$ cat src/rtl/maxnet_frame_loader.sv
// Maxnet frame loader: assembles a 4-word frame from a valid/ready stream,
// presents it on x0..x3, pulses core_start, then holds the frame until the
// core reports done. Malformed frames and core timeouts are flagged.
module maxnet_frame_loader #(
    parameter int DATA_W   = 8,
    parameter int MAX_WAIT = 255
) (
    input  logic              clk,
    input  logic              rst,
    input  logic              in_valid,
    output logic              in_ready,
    input  logic [DATA_W-1:0] in_data,
    input  logic              in_last,
    output logic [DATA_W-1:0] x0,
    output logic [DATA_W-1:0] x1,
    output logic [DATA_W-1:0] x2,
    output logic [DATA_W-1:0] x3,
    output logic              core_start,
    input  logic              core_done,
    output logic              busy,
    output logic              frame_err,
    output logic              timeout_err,
    output logic [7:0]        frame_cnt
);

    typedef enum logic [1:0] {
        FILL  = 2'd0,
        SKIP  = 2'd1,
        START = 2'd2,
        WAIT  = 2'd3
    } state_t;

    // Last wait_cnt value still allowed before the core is declared stuck.
    localparam logic [7:0] WAIT_LIMIT = 8'(MAX_WAIT - 1);

    state_t      state_reg;
    logic [1:0]  idx_reg;
    logic [7:0]  wait_cnt_reg;
    logic [7:0]  frame_cnt_reg;
    logic        core_start_reg;
    logic        busy_reg;
    logic        frame_err_reg;
    logic        timeout_err_reg;

    logic        accept;
    logic        word_wr;

    // Stream is open only while collecting or discarding words, and never in reset.
    assign in_ready = rst & ((state_reg == FILL) | (state_reg == SKIP));
    assign accept   = in_valid & in_ready;

    // A word lands in x[idx] unless it is an early in_last, which is dropped.
    assign word_wr  = accept & (state_reg == FILL) & ((idx_reg == 2'd3) | ~in_last);

    // One holding register per frame word; each loads only when idx points at it.
    generate
        for (genvar gi = 0; gi < 4; gi++) begin : g_word
            logic [DATA_W-1:0] word_reg;

            // Capture the accepted word into this slot.
            always_ff @(posedge clk or negedge rst) begin
                if (!rst) begin
                    word_reg <= '0;
                end else if (word_wr && (idx_reg == 2'(gi))) begin
                    word_reg <= in_data;
                end
            end
        end
    endgenerate

    assign x0 = g_word[0].word_reg;
    assign x1 = g_word[1].word_reg;
    assign x2 = g_word[2].word_reg;
    assign x3 = g_word[3].word_reg;

    // Frame sequencing, core handshake, counters and registered status flags.
    always_ff @(posedge clk or negedge rst) begin
        if (!rst) begin
            state_reg       <= FILL;
            idx_reg         <= 2'd0;
            wait_cnt_reg    <= 8'd0;
            frame_cnt_reg   <= 8'd0;
            core_start_reg  <= 1'b0;
            busy_reg        <= 1'b0;
            frame_err_reg   <= 1'b0;
            timeout_err_reg <= 1'b0;
        end else begin
            core_start_reg <= 1'b0;
            frame_err_reg  <= 1'b0;
            case (state_reg)
                FILL: begin
                    if (accept) begin
                        if (idx_reg == 2'd3) begin
                            idx_reg <= 2'd0;
                            if (in_last) begin
                                state_reg      <= START;
                                core_start_reg <= 1'b1;
                                busy_reg       <= 1'b1;
                            end else begin
                                // Fourth word without in_last: drop the rest of this frame.
                                frame_err_reg <= 1'b1;
                                state_reg     <= SKIP;
                            end
                        end else if (in_last) begin
                            // Frame ended early: restart collection from word 0.
                            frame_err_reg <= 1'b1;
                            idx_reg       <= 2'd0;
                        end else begin
                            idx_reg <= idx_reg + 2'd1;
                        end
                    end
                end
                SKIP: begin
                    if (accept && in_last) begin
                        state_reg <= FILL;
                    end
                end
                START: begin
                    wait_cnt_reg <= 8'd0;
                    state_reg    <= WAIT;
                end
                WAIT: begin
                    wait_cnt_reg <= wait_cnt_reg + 8'd1;
                    // done takes priority over the timeout limit in the same cycle
                    if (core_done) begin
                        frame_cnt_reg <= frame_cnt_reg + 8'd1;
                        busy_reg      <= 1'b0;
                        state_reg     <= FILL;
                    end else if (wait_cnt_reg == WAIT_LIMIT) begin
                        timeout_err_reg <= 1'b1;
                        busy_reg        <= 1'b0;
                        state_reg       <= FILL;
                    end
                end
                default: begin
                    state_reg <= FILL;
                    busy_reg  <= 1'b0;
                end
            endcase
        end
    end

    assign core_start  = core_start_reg;
    assign busy        = busy_reg;
    assign frame_err   = frame_err_reg;
    assign timeout_err = timeout_err_reg;
    assign frame_cnt   = frame_cnt_reg;

endmodule

$ cat config.mk
export PLATFORM = sky130hd
export DESIGN_NAME = maxnet_frame_loader
export DESIGN_NICKNAME = d
export VERILOG_FILES = /design/src/rtl/maxnet_frame_loader.sv
export SDC_FILE = /design/constraint.sdc
export NUM_CORES = 1
export LEC_CHECK = 0
export ABC_CLOCK_PERIOD_IN_PS = 5800
export CORE_MARGIN = 2
export CORE_UTILIZATION = 49
export CTS_CLUSTER_SIZE = 10
export DETAILED_ROUTE_END_ITERATION = 8
export PLACE_DENSITY = 0.85
export SLEW_MARGIN = 40
export SYNTH_ARGS = -nofsm -noshare
export SYNTH_HDL_FRONTEND = slang
export SYNTH_SLANG_ARGS = --single-unit
export TNS_END_PERCENT = 50
$ cat constraint.sdc
create_clock -name clk -period 5.8 [get_ports clk]
set_input_delay 0.58 -clock clk [delete_from_list [all_inputs] [get_ports clk]]
set_output_delay 0.58 -clock clk [all_outputs]
set_load 0.02 [all_outputs]
After elaboration in Yosys (flattened, before gate mapping)
Cells that the tools add are included.
{"block": "word_totals", "regBits": 56, "inputBits": 13, "output_inout_bits": 45, "wordCells": 73}
{"block": "op_classes", "addsub": 3, "n_eq_ne": 12, "muxes": 24, "bitwise": 8, "reduce_logical": 14}
{"operator": "8-bit by 1-bit adder with 8-bit output, second input constant", "n": 2}
{"operator": "2-bit 2-to-1 mux", "n": 8}
{"operator": "8-bit one-hot mux with 2 select lines", "n": 1}
{"operator": "1-bit 2-to-1 mux", "n": 13}
{"operator": "2-bit == test, second input constant", "n": 4}
{"operator": "8-bit == test, second input constant", "n": 1}
{"operator": "2-bit one-hot mux with 4 select lines", "n": 1}
{"operator": "1-bit logical AND", "n": 5}
{"operator": "5-bit AND reduction", "n": 1}
{"operator": "1-bit bitwise AND", "n": 4}
{"operator": "2-bit by 1-bit == test with 1-bit output, second input constant", "n": 2}
{"operator": "2-bit logical NOT", "n": 2}
{"operator": "2-bit by 1-bit != test with 1-bit output, second input constant", "n": 2}
{"operator": "2-bit != test, second input constant", "n": 2}
{"operator": "2-bit AND reduction", "n": 2}
{"operator": "4-bit AND reduction", "n": 1}
{"operator": "2-bit nonzero test", "n": 2}
{"operator": "3-bit != test, second input constant", "n": 1}
{"operator": "3-bit AND reduction", "n": 1}
{"operator": "2-bit by 1-bit adder with 2-bit output, second input constant", "n": 1}
{"operator": "1-bit inverter", "n": 2}
{"operator": "1-bit bitwise OR", "n": 2}
{"operator": "1-bit one-hot mux with 2 select lines", "n": 1}

Logic depth before layout (Yosys ltp)
{"block": "depth", "word_depth": 7, "ltp_mapped": 7, "mapped_depth_nobuf": 6}

Least setup slack after synthesis
Ideal clock, no wire load.
{"block": "synth_path", "path_kind": "register to register", "startpoint": "register idx_reg[0]", "endpoint": "register g_word[0].word_reg[0], in the netlist x0[0]", "setup_time_ns": 0.125, "arrival_time_ns": 1.776, "required_ns": 5.675, "setup_slack_ns": 3.899, "path_stages_with_launch": 8, "synth_period_minus_slack_ns": 1.901, "cell_sequence": "dfrtp_1 > ha_1 > inv_1 > ha_1 > nor3_1 > and4_1 > buf_2 > mux2_2"}
{"block": "synth_between", "elab_chain_len": 4, "word_cells_on_any_way": 5}
{"item": "from (decl)", "line_no": "37", "text": "logic [1:0] idx_reg;"}
{"item": "from (signal assigned)", "line_no": "109", "text": "idx_reg <= idx_reg + 2'd1;"}
{"item": "2-bit == test", "line_no": "53", "text": "assign word_wr = accept & (state_reg == FILL) & ((idx_reg == 2'd3) | ~in_last);"}
{"item": "1-bit bitwise OR", "line_no": "53"}
{"item": "1-bit bitwise AND", "line_no": "53"}
{"item": "1-bit logical AND *", "line_no": "64", "text": "end else if (word_wr && (idx_reg == 2'(gi))) begin"}
{"item": "to (signal assigned)", "line_no": "65", "text": "word_reg <= in_data;"}
{"item": "to (decl)", "line_no": "58", "text": "logic [DATA_W-1:0] word_reg;"}
Mark *: on every way between the ends. The rest lies on a longest branch, timed or not.
A chain may end at the register's enable or synchronous reset.

Worst setup path after layout
{"block": "layout_path", "startpoint": "register state_reg[1]", "endpoint": "output port in_ready"}
{"block": "layout_between", "elab_chain_len": 3, "word_cells_on_any_way": 4}
{"item": "from (decl)", "line_no": "36", "text": "state_t state_reg;"}
{"item": "from (signal assigned)", "line_no": "79", "text": "state_reg <= FILL;"}
{"item": "from (signal assigned)", "line_no": "96", "text": "state_reg <= START;"}
{"item": "from (signal assigned)", "line_no": "102", "text": "state_reg <= SKIP;"}
{"item": "2-bit by 1-bit == test with 1-bit output / 2-bit logical NOT (equally long branches)", "line_no": "49", "text": "assign in_ready = rst & ((state_reg == FILL) | (state_reg == SKIP));"}
{"item": "1-bit bitwise OR *", "line_no": "49"}
{"item": "1-bit bitwise AND *", "line_no": "49"}
{"item": "to (decl)", "line_no": "11", "text": "output logic in_ready,"}
Marked as above.

==> results.md <==
- The area of the die is 0.00574 mm^2.
- Measured along the y axis, the die boundary spans 75.8 um.
- The final count of hold timing violations is 0.
- The min-delay analysis places its worst path in the category in2async.
- No sink is reached through more buffers than the 2 on the longest clock path.
- The remaining number of nets flagged by the antenna check after routing is 0.
- The count of buffers added on input and output ports is 57.
- After detailed routing, the number of remaining DRC violations is 0.
- Dividing the synthesized area by the synthesized cell count gives 12.9 um^2.
- The combined global-route utilization of all metal layers is 0.178.
- The initial core utilization is 0.501.
- Derived from the worst setup path, the maximum achievable clock frequency is 0.427 GHz.
- The portion of the post-synthesis area used by sequential elements is 0.555.
- The detailed-route via count is 1715.
- Setup violations remaining at the end of the flow were counted as 0.
- The sum of net half-perimeters after detailed placement is 3620 um.
- The top cell types in the final layout, fill and taps aside, are dfrtp_1 (56), clkdlybuf4s50_1 (56), mux2_2 (25).
- The total congestion overflow is 0.
- Of the total power, combinational logic draws 0.397.
- The worst setup path is launched from a flip-flop.
- In this run the power density over the cells is 416 mW/mm^2.
- Once placement completed, the tool counted placed cells totaling 317.
- The count of maximum capacitance violations is 0.
- Relative to the synthesized area, the layout overhead comes to 28.4%.
- Of the cells placed in the final design, the portion with a size suffix greater than 1 is 0.176.
- The worst setup slack for register-to-register paths is 3.48 ns.
- The mapped netlist covers 0.00252 mm^2.
- The top-level port count is 58.
- The congestion estimate from routability-driven global placement came to 0.749.
- In the routed layout, each cell is associated on average with a via count of 5.28.
- The type of the worst setup path is reg2out.
- The sum of negative setup slack is 0 ns.
- The later pin in the worst-skew pair is clocked with a latency of 0.31 ns.
- The clock root buffer is clkbuf_8.
- Of the total power, the clock network draws 0.166.
- The critical path capture point type is an output pin.
- The net count reported at finish is 276.
- The via count of the first global-routing pass is 1646.
- The power share of the sequential group is 0.437.
- The number of instances in the synthesized netlist is 196.
- The clock buffer count from CTS is 5.
- The region available for standard cell placement spans 0.00504 mm^2.
- The minimum setup slack in the final design is 3.46 ns.
- After filler insertion, the fill cell instance count of the layout stands at 382.
- The switching part of the total power is 0.338.
- After clock tree synthesis, the clock-pin slew on the worst setup and hold paths is 0.10 ns.
- TritonCTS built the clock tree.
- The worst setup timing slack at the placement stage is 3.11 ns.
- The largest fanout on the critical path is 23.
- The post-CTS setup buffer count is 0.
- For the worst setup path, the data arrival time is 1.76 ns.
- The wire length per cell after detailed routing is 14.9 um.
- The analysis attributes to cell leakage a power of 1.50 nW.
- The max-slew violation count is 0.
- The sequential cells in the finished layout cover a total of 0.00140 mm^2.
- The relative slew slack is 0.563.
- Once placement finished, the instance area stood at 0.00315 mm^2.
- The required arrival time at the worst endpoint is 5.22 ns.
- The width of the chip is 75.8 um.
- The final antenna diode count is 0.
- The number of search-and-repair iterations in the first detailed-routing pass is 4.
- The pin count of the biggest net entering global routing is 45.
- The total power of the final layout is 1.35 mW.
- Setup repair after global routing left no endpoint under its margin.
- The worst ir drop on vdd is 171 uV.
- The number of levels in the clock H-tree is 2.
- The floorplan has 26 rows.
- The internal power consumption is 0.893 mW.
- Across the routed clock network, the largest skew measured is 0.00946 ns.
- The reg-to-reg startpoint is idx_reg[0]$_DFFE_PN0P_.
- The run finished with clean final reports.
- The number of distinct library cells after synthesis is 38.
- The number of hold buffers added after CTS was 0.
- The global-route wire length before repair is 7710 um.
- The clock drives 56 sinks.
- The count of warnings emitted by yosys is 0.
- The post-CTS resize count is 0.
- The launching element of the worst setup path is state_reg[1]$_DFFE_PN0P_.
- In the finished design, the share of the clock period the worst path needs comes to 0.404.
- The worst-margin pin slew is 0.656 ns.
- The DRC marker count from the first detailed-route iteration is 106.
- The initial antenna violation count was 0.
- The minimum period implied by the final worst setup slack is 2.34 ns.
- The power spent charging and discharging nets is 0.456 mW.
- In the final layout, the multi-input gates occupy 0.00104 mm^2.
- The post-layout instance count excluding filler cells is 325.
- The synthesized design contains 56 register bits.
- The number of nets handed over by synthesis was 218.
- The cell area after layout is 0.00324 mm^2.
- Summed over all layers, the routed wires come to 4850 um.
[power by group through the flow]
stage / combinational [mW] / clock (mW) / sequential, mW
after CTS: 0.542 / 0.228 / 0.590
after detailed placement: 0.540 / 0 / 0.599
after floorplan: 0.179 / 0 / 0.694
after global placement: 0.522 / 0 / 0.592
final: 0.536 / 0.224 / 0.590
after global routing: 0.580 / 0.243 / 0.605
[synth_stat cells]
master,n,area share
nand3b_1,1,0.0030
mux2i_1,4,0.016
nand4bb_4,1,0.011
xnor2_1,5,0.017
clkbuf_1,2,0.0030
a2bb2oi_1,1,0.0035
or4_1,1,0.0030
o41ai_1,1,0.0035
a31oi_1,1,0.0025
nor2b_1,2,0.0050
xor2_1,2,0.0069
and4_1,3,0.010
and3_1,3,0.0074
nor3_1,2,0.0040
ha_1,9,0.045
buf_6,1,0.0045
o21ai_0,2,0.0040
o22ai_1,2,0.0050
o2bb2ai_1,1,0.0035
a21o_1,1,0.0030
nand2_1,8,0.012
a31o_2,1,0.0035
o211ai_1,2,0.0059
mux2_2,25,0.11
o21bai_1,1,0.0030
mux2_4,8,0.048
or3b_1,1,0.0035
a21oi_1,1,0.0020
nor2_1,5,0.0074
nand4b_1,1,0.0035
nand2b_1,5,0.012
nand4_1,7,0.017
nand3_1,11,0.022
inv_1,12,0.018
dfrtp_1,56,0.56
buf_2,4,0.0079
nor4_1,2,0.0050
or3_1,1,0.0025
[cell type report]
class / instances / area share
Multi-Input combinational cell: 121 / 0.321
Timing Repair Buffer: 58 / 0.177
Clock buffer: 6 / 0.0255
Sequential cell: 56 / 0.432
Inverter: 12 / 0.0139
Clock inverter: 2 / 0.00424
Tap cell: 70 / 0.0270
[worst paths after layout]
kind,end,cells past startpoint
max,in_ready,2
min,x3[2]$_DFFE_PN0P_,1
max reg2reg,x2[1]$_DFFE_PN0P_,6
min reg2reg,frame_cnt[7]$_DFFE_PN0P_,1
max in group asynchronous,x2[3]$_DFFE_PN0P_,2
min in group clk,frame_cnt[7]$_DFFE_PN0P_,1
[critical path: stages (launching register included)]
cell,delay (ns)
dfrtp_1,0.63
nor2b_1,0.21
clkdlybuf4s50_1,0.62
[logic make-up (layout without fill, tap and decap cells)]
logic type                 count (synthesis)  in the layout  synth area share
muxes                                     37             37             0.175
DFF                                       56             56             0.555
adders and majority gates                  9              9            0.0446
buffers and inverters                     19             78            0.0332
and+or+nand+nor                           54             54             0.129
AOI/OAI and AO/OA                         14             14            0.0391
xor gates and xnor gates                   7              7            0.0243
[metrics by stage]
stage,util,hold WS [ns]
after CTS,0.643,0.194
final,0.643,0.189
after detailed placement,0.624,0.469
after global placement,0.624,0.457
after global routing,0.643,0.208
after floorplan,-,0.284
[metal layers]
metal / vias to the layer above / wire length, um / global-route usage
met5: - / 0 / 0
li1: 806 / - / -
met4: 0 / 66 / 0.0643
met3: 5 / 272 / 0.0423
met1: 856 / 2180 / 0.234
met2: 48 / 2330 / 0.288
No activity file was read; power rests on OpenSTA's default activity.
